===== src/rtl/clint_lite.sv =====
// clint_lite: core-local timer, software and external interrupt source.
// Memory-mapped mtime/mtimecmp/msip behind a single-outstanding bus port.
module clint_lite #(
  parameter logic [63:0] BASE     = 64'h0200_0000,
  parameter int unsigned TICK_DIV = 1
) (
  input  logic        clk,
  input  logic        reset,
  input  logic        req_valid,
  input  logic [63:0] req_addr,
  input  logic [7:0]  req_strobe,
  input  logic [63:0] req_data,
  output logic        resp_data_ok,
  output logic [63:0] resp_data,
  input  logic        ext_irq_in,
  output logic        trint,
  output logic        swint,
  output logic        exint
);

  localparam int PW = (TICK_DIV > 1) ? $clog2(TICK_DIV) : 1;
  localparam logic [12:0] W_MSIP = 13'h0000;
  localparam logic [12:0] W_CMP  = 13'h0800;
  localparam logic [12:0] W_TIME = 13'h17FF;

  typedef enum logic {
    S_IDLE,
    S_ACCESS
  } state_t;

  state_t state;
  state_t state_nxt;

  logic [63:0]   off;
  logic          hit;
  logic          cap;
  logic          acc;
  logic          wr;
  logic [12:0]   a_word;
  logic [7:0]    a_strb;
  logic [63:0]   a_data;
  logic          sel_msip;
  logic          sel_cmp;
  logic          sel_time;
  logic [63:0]   rdata;
  logic [PW-1:0] pcnt;
  logic          tick;
  logic [63:0]   mtime;
  logic [63:0]   mtimecmp;
  logic          msip;
  logic          sync1;
  logic          unused_ok;

  assign off       = req_addr - BASE;
  assign hit       = (off[63:16] == 48'd0);
  assign unused_ok = ^off[2:0];

  assign sel_msip = (a_word == W_MSIP);
  assign sel_cmp  = (a_word == W_CMP);
  assign sel_time = (a_word == W_TIME);
  assign wr       = acc && (a_strb != 8'd0);
  assign tick     = (pcnt == PW'(TICK_DIV - 1));

  function automatic logic [63:0] merge(
    input logic [63:0] old,
    input logic [63:0] d,
    input logic [7:0]  s
  );
    logic [63:0] r;
    r = old;
    for (int i = 0; i < 8; i++) begin
      if (s[i]) r[8*i +: 8] = d[8*i +: 8];
    end
    return r;
  endfunction

  // FSM state register
  always_ff @(posedge clk or negedge reset) begin
    if (!reset) state <= S_IDLE;
    else        state <= state_nxt;
  end

  // FSM next state: one access cycle per captured request
  always_comb begin
    state_nxt = state;
    case (state)
      S_IDLE:   if (req_valid && hit) state_nxt = S_ACCESS;
      S_ACCESS: state_nxt = S_IDLE;
      default:  state_nxt = S_IDLE;
    endcase
  end

  // FSM outputs: capture strobe in IDLE, access strobe in ACCESS
  always_comb begin
    cap = (state == S_IDLE) && req_valid && hit;
    acc = (state == S_ACCESS);
  end

  // Latch the request so the access works from stable values
  always_ff @(posedge clk or negedge reset) begin
    if (!reset) begin
      a_word <= '0;
      a_strb <= '0;
      a_data <= '0;
    end else if (cap) begin
      a_word <= off[15:3];
      a_strb <= req_strobe;
      a_data <= req_data;
    end
  end

  // Read mux over the pre-update register values
  always_comb begin
    rdata = '0;
    unique case (1'b1)
      sel_msip: rdata = {63'd0, msip};
      sel_cmp:  rdata = mtimecmp;
      sel_time: rdata = mtime;
      default:  rdata = '0;
    endcase
  end

  // Registered response pulse and data
  always_ff @(posedge clk or negedge reset) begin
    if (!reset) begin
      resp_data_ok <= 1'b0;
      resp_data    <= '0;
    end else begin
      resp_data_ok <= acc;
      if (acc) resp_data <= rdata;
    end
  end

  // Prescaler: free-running 0..TICK_DIV-1
  always_ff @(posedge clk or negedge reset) begin
    if (!reset)    pcnt <= '0;
    else if (tick) pcnt <= '0;
    else           pcnt <= pcnt + PW'(1);
  end

  // mtime: bus write takes priority over the tick
  always_ff @(posedge clk or negedge reset) begin
    if (!reset)                mtime <= '0;
    else if (wr && sel_time)   mtime <= merge(mtime, a_data, a_strb);
    else if (tick)             mtime <= mtime + 64'd1;
  end

  // mtimecmp and msip bus writes
  always_ff @(posedge clk or negedge reset) begin
    if (!reset) begin
      mtimecmp <= '1;
      msip     <= 1'b0;
    end else begin
      if (wr && sel_cmp) mtimecmp <= merge(mtimecmp, a_data, a_strb);
      if (wr && sel_msip && a_strb[0]) msip <= a_data[0];
    end
  end

  // Interrupt levels and external line synchroniser
  always_ff @(posedge clk or negedge reset) begin
    if (!reset) begin
      trint <= 1'b0;
      swint <= 1'b0;
      sync1 <= 1'b0;
      exint <= 1'b0;
    end else begin
      trint <= (mtime >= mtimecmp);
      swint <= msip;
      sync1 <= ext_irq_in;
      exint <= sync1;
    end
  end

endmodule


===== config.mk =====
export PLATFORM = sky130hd
export DESIGN_NAME = clint_lite
export DESIGN_NICKNAME = d
export VERILOG_FILES = /design/src/rtl/clint_lite.sv
export SDC_FILE = /design/constraint.sdc
export NUM_CORES = 1
export LEC_CHECK = 0
export ABC_CLOCK_PERIOD_IN_PS = 2900
export CAP_MARGIN = 40
export CORE_ASPECT_RATIO = 0.7
export CORE_MARGIN = 3
export CORE_UTILIZATION = 49
export CTS_CLUSTER_SIZE = 24
export DETAILED_ROUTE_END_ITERATION = 16
export GPL_TIMING_DRIVEN = 0
export PLACE_DENSITY = 0.76
export SLEW_MARGIN = 20
export SYNTH_ARGS = -nofsm -noshare
export SYNTH_HDL_FRONTEND = slang
export SYNTH_SLANG_ARGS = --single-unit

===== constraint.sdc =====
create_clock -name clk -period 2.9 [get_ports clk]
set_input_delay 0.435 -clock clk [delete_from_list [all_inputs] [get_ports clk]]
set_output_delay 0.435 -clock clk [all_outputs]
set_load 0.01 [all_outputs]

# Yosys cells after proc, flatten, opt, wreduce, memory -nomap -nowiden
# Cells that the tools add are included.
# classes
addsub	3
order_cmp	1
n_eq_ne	11
n_mux	14
n_bitwise	1
reduce_logical	27
# op_table
operator	count
case mux 64 bit (3 select lines)	1
2-to-1 mux 64 bit	2
adder 64 x 1 -> 64 bit (second input constant)	1
greater-or-equal comparator 64 bit	1
2-to-1 mux 8 bit	8
subtractor 64 x 26 -> 64 bit (second input constant)	1
zero test 48 bit	1
AND reduction 2 bit	16
inequality test 2 bit (second input constant)	8
== test 13 x 12 -> 1 bit (second input constant)	1
== test 13 bit (second input constant)	1
zero test 13 bit	1
logical AND 1 bit	8
nonzero test 8 bit	1
2-to-1 mux 1 bit	2
inequality test 2 x 1 -> 1 bit (second input constant)	1
case mux 1 bit (2 select lines)	1
adder 1 bit (second input constant)	1
NOT 1 bit	1
# totals
regBits	285
inputBits	140
output_inout_bits	68
wordCells	85

# Depth between registers and ports, before layout
# logic_depth
word_depth	5
mapped_depth	11
depth_no_buf	9

# Worst setup path before layout
# No wires, ideal clock.
# synth_timing
path_type	input to register
start	in req_addr[25]
end	reg a_data[30]
setup_time_ns	0.125
arrival_ns	2.755
required_ns	2.775
setup_slack_ns	0.020
path_stages	10
path_buffers	2
cell_sequence	inv_1 > ha_1 > nor4b_1 > nand4_2 > or4b_1 > a211oi_2 > nand4b_1 > buf_4 > buf_6 > mux2_4
# synth_between
elab_chain_cells	3
# synth_lines
element	line_no	source
from (decl)	10	input logic [63:0] req_addr,
subtractor 64 x 26 -> 64 bit	54	assign off = req_addr - BASE;
zero test 48 bit	55	assign hit = (off[63:16] == 48'd0);
logical AND 1 bit	95	cap = (state == S_IDLE) && req_valid && hit;
to (signal assigned)	108	a_data <= req_data;
to (decl)	41	logic [63:0] a_data;
# No other way between the ends.
# A chain may end at the register's enable or synchronous reset.

# Worst setup path in the final report
# layout_timing
start	in req_addr[32]
end	reg a_data[61]
# The elaborated chain is that of the path after synthesis.

==> results.sh <==
export IMPL_postRouteAntennaNets=0
export IMPL_multi_input_area_mm2=0.00688
export IMPL_fmax_mhz=357
export IMPL_fillCellCount=2265
export IMPL_rows=52
export IMPL_slew_headroom_pct=51.0
export IMPL_crit_slowest_cell="or4b_1"
export IMPL_viasPerCell=5.96
export IMPL_cts_tree="built"
export IMPL_vdd_drop_max_mv=0.356
export IMPL_cpPeakStageDelay_ns=0.55
export IMPL_powerDensity_mw_per_mm2=444
export IMPL_crit_required_ns=3.34
export IMPL_path_max_fanout=10
export IMPL_pwr_share_seq_pct=48.0
export IMPL_leakagePower_nw=8.23
export IMPL_drv_cap=0
export IMPL_first_iter_violations=1162
export IMPL_dp_hpwl_um=30500
export IMPL_final_cell_mix="dfrtp_1 (219), clkdlybuf4s50_1 (201), inv_1 (137)"
export IMPL_vias=12100
export IMPL_combPwrFrac_pct=4.0
export IMPL_initial_core_util_pct=50.4
export IMPL_skew_ns=0.0234
export IMPL_swShare_pct=21.0
export IMPL_status="complete, no violations"
export IMPL_ys_ff_latch=284
export IMPL_end_kind="register"
export IMPL_synthArstFlopShare_pct=100
export IMPL_area_delta_synth_final_pct=26.4
export IMPL_grt_start_max_net_pins=97
export IMPL_coreArea_mm2=0.0292
export IMPL_cts_made_buffers=29
export IMPL_grt_pass1_wl_um=64700
export IMPL_tightestPinTransition_ns=0.735
export IMPL_synth_edff_count=0
export IMPL_p_total_w=0.00827
export IMPL_hold_end="sync1"
export IMPL_grt_usage_pct=25.4
export IMPL_drc_errors=0
export IMPL_synthFlopType="dfrtp_1"
export IMPL_grt_pass1_vias=11900
export IMPL_ioPinCount=208
export IMPL_hold_violations=0
export IMPL_clockBufferDepth=3
export IMPL_path_delay_family="simple AND/OR/NAND/NOR gates"
export IMPL_layout_setup_ws_ns=0.0997
export IMPL_die_x_um=213
export IMPL_crit_path_start_kind="input pin"
export IMPL_netlist_area_mm2=0.0147
export IMPL_dieHeight_um=151
export IMPL_p_switching_w=0.00174
export IMPL_synthCells=1379
export IMPL_cts_root_buf="clkbuf_16"
export IMPL_min_period_over_period_pct=96.6
export IMPL_rsz0062_at_grt="no"
export IMPL_cts_max_level=1
export IMPL_post_route_cells_drive_above_1_share_pct=20.1
export IMPL_p_clk_share_pct=48.0
export IMPL_period_needed_ns=2.80
export IMPL_r2r_cells=6
export IMPL_yosysWarningCount=0
export IMPL_ys_seq_area_share_pct=48.8
export IMPL_whs_path_depth=1
export IMPL_clk_latency_ns=0.57
export IMPL_fp_dieArea_mm2=0.0322
export IMPL_rr_startpoint="a_word[0]"
export IMPL_reg2reg_slack_ns=0.1
export IMPL_syn_nets=1585
export IMPL_regToRegEndpoint="mtimecmp[48]"
export IMPL_hp_start="ext_irq_in"
export IMPL_crit_arrival_ns=3.24
export IMPL_holdCritPathClass="input pin to register"
export IMPL_fin_nets=1828
export IMPL_crit_buf_inv=4
export IMPL_drt_pass1_iterations=6
export IMPL_final_max_slew_viol_count=0
export IMPL_worstPathCellList="clkdlybuf4s50_1 -> nor4b_2 -> nand4_2 -> or4b_1 -> a211oi_2 -> nand4b_1 -> buf_6 -> buf_12 -> buf_8 -> mux2_4"
export IMPL_whs_ns=0.311
export IMPL_postSynthAreaPerCell_um2=10.7
export IMPL_cts_sinks=284
export IMPL_ys_types=63
export IMPL_intPower_w=0.00653
export IMPL_pre_cts_slack_ns=-1.14
export IMPL_setup_viol=0
export IMPL_regArea_mm2=0.00719
export IMPL_final_common_cell="dfrtp_1"
export IMPL_gp_congestion=0.903
export IMPL_antenna_found_initial=1
export IMPL_wirelength_um=41300
export IMPL_path_class="input pin to register"
export IMPL_path_clk_slew_ns=0.06
export IMPL_grt_overflow_total=0
export IMPL_port_buffers=204
export IMPL_drt_wirelength_per_cell_um=20.4
==> area by class of cell <==
cell class                 count  share of cell area, %
clock inverter                12                  0.921
sequential                   284                   38.6
clock buffer                  41                   4.52
buffer                        54                   1.67
tap                          378                   2.54
antenna                        1                 0.0134
inverter                     137                   2.76
multi-input combinational    898                   37.0
timing repair buffer         218                   12.0
==> kinds of logic (layout without fill, tap and decap cells) <==
kind of cell / after synthesis / count (layout) / share of synthesized area (%)
AO/OA/AOI/OAI: 325 / 325 / 15.2
XOR/XNOR: 4 / 4 / 0.238
adder cells (fa/ha/maj): 66 / 66 / 5.61
buffers and inverters: 197 / 462 / 5.31
flip-flops: 284 / 284 / 48.8
multiplexers: 154 / 154 / 13.0
other: 0 / 1 / 0
AND/OR/NAND/NOR: 349 / 349 / 11.8
==> synth_stat cells (13+ instances only) <==
master,number,area (um2)
mux2_4,50,751
inv_1,137,514
nor4_1,15,93.8
clkbuf_1,48,180
o221a_2,13,146
dfstp_2,64,1680
ha_1,66,826
o22ai_1,81,507
a22oi_1,64,480
mux2_2,101,1140
dfrtp_1,220,5510
a21oi_1,49,245
nand3_1,38,190
a21o_1,24,180
nor3_1,17,85.1
o21ai_0,27,135
nor2_1,106,398
nand2_1,73,274
a211oi_1,22,165
nand4_1,32,200
and3_1,23,144
==> registers in the layout, indices dropped and copies added (netlist names) <==
register      cells
a_data           64
mtime            64
mtimecmp         64
resp_data        64
a_word           13
a_strb            8
acc               1
exint             1
msip              1
resp_data_ok      1
swint             1
sync1             1
trint             1
==> per-layer routing <==
layer	global-route usage (%)	routed length, um	up-vias
li1	-	-	5553
met1	37.7	19100	5987
met2	38.4	18200	419
met3	3.79	2440	95
met4	8.02	1460	0
met5	0	0	-
==> worst max path at each step <==
stage,start,to,cells past startpoint
finish,req_addr[32],a_data[61],10
global route,a_strb[7],mtime[34],10
CTS,req_addr[25],a_data[27],13
detailed placement,req_addr[25],a_data[23],10
global placement,reset,resp_data[20],1
floorplan,req_addr[25],a_data[30],10
==> power groups by stage <==
stage	Combinational, W	Sequential, W	Clock [W]
CTS	0.000330	0.00397	0.00401
floorplan	0.0000255	0.00404	0
finish	0.000330	0.00397	0.00397
global placement	0.000307	0.00404	0
global route	0.000359	0.00397	0.00419
detailed placement	0.000326	0.00404	0
==> metrics by stage <==
| step | area, um2 | utilization (%) | instances | TNS (ns) |
|---|---|---|---|---|
| 2_1_floorplan | 14700 | - | 1379 | 0 |
| 3_3_place_gp | 17200 | 59.0 | 1961 | -2954.41 |
| 3_5_place_dp | 17400 | 59.5 | 1967 | -108.59 |
| 4_1_cts | 18500 | 63.4 | 2024 | 0 |
| 5_1_grt | 18600 | 63.7 | 2023 | 0 |
| 6_report | 18600 | 63.7 | 2023 | 0 |
==> timing repair <==
item | CTS | global route
gates resized for setup | 29 | 29
pin swaps | 3 | 1
setup endpoints to repair | 146 | 135
hold endpoints to repair | 42 | 0
hold buffers | 1 | 0
setup buffers | 5 | 2
Note: power is estimated with default switching activity, not from simulation.
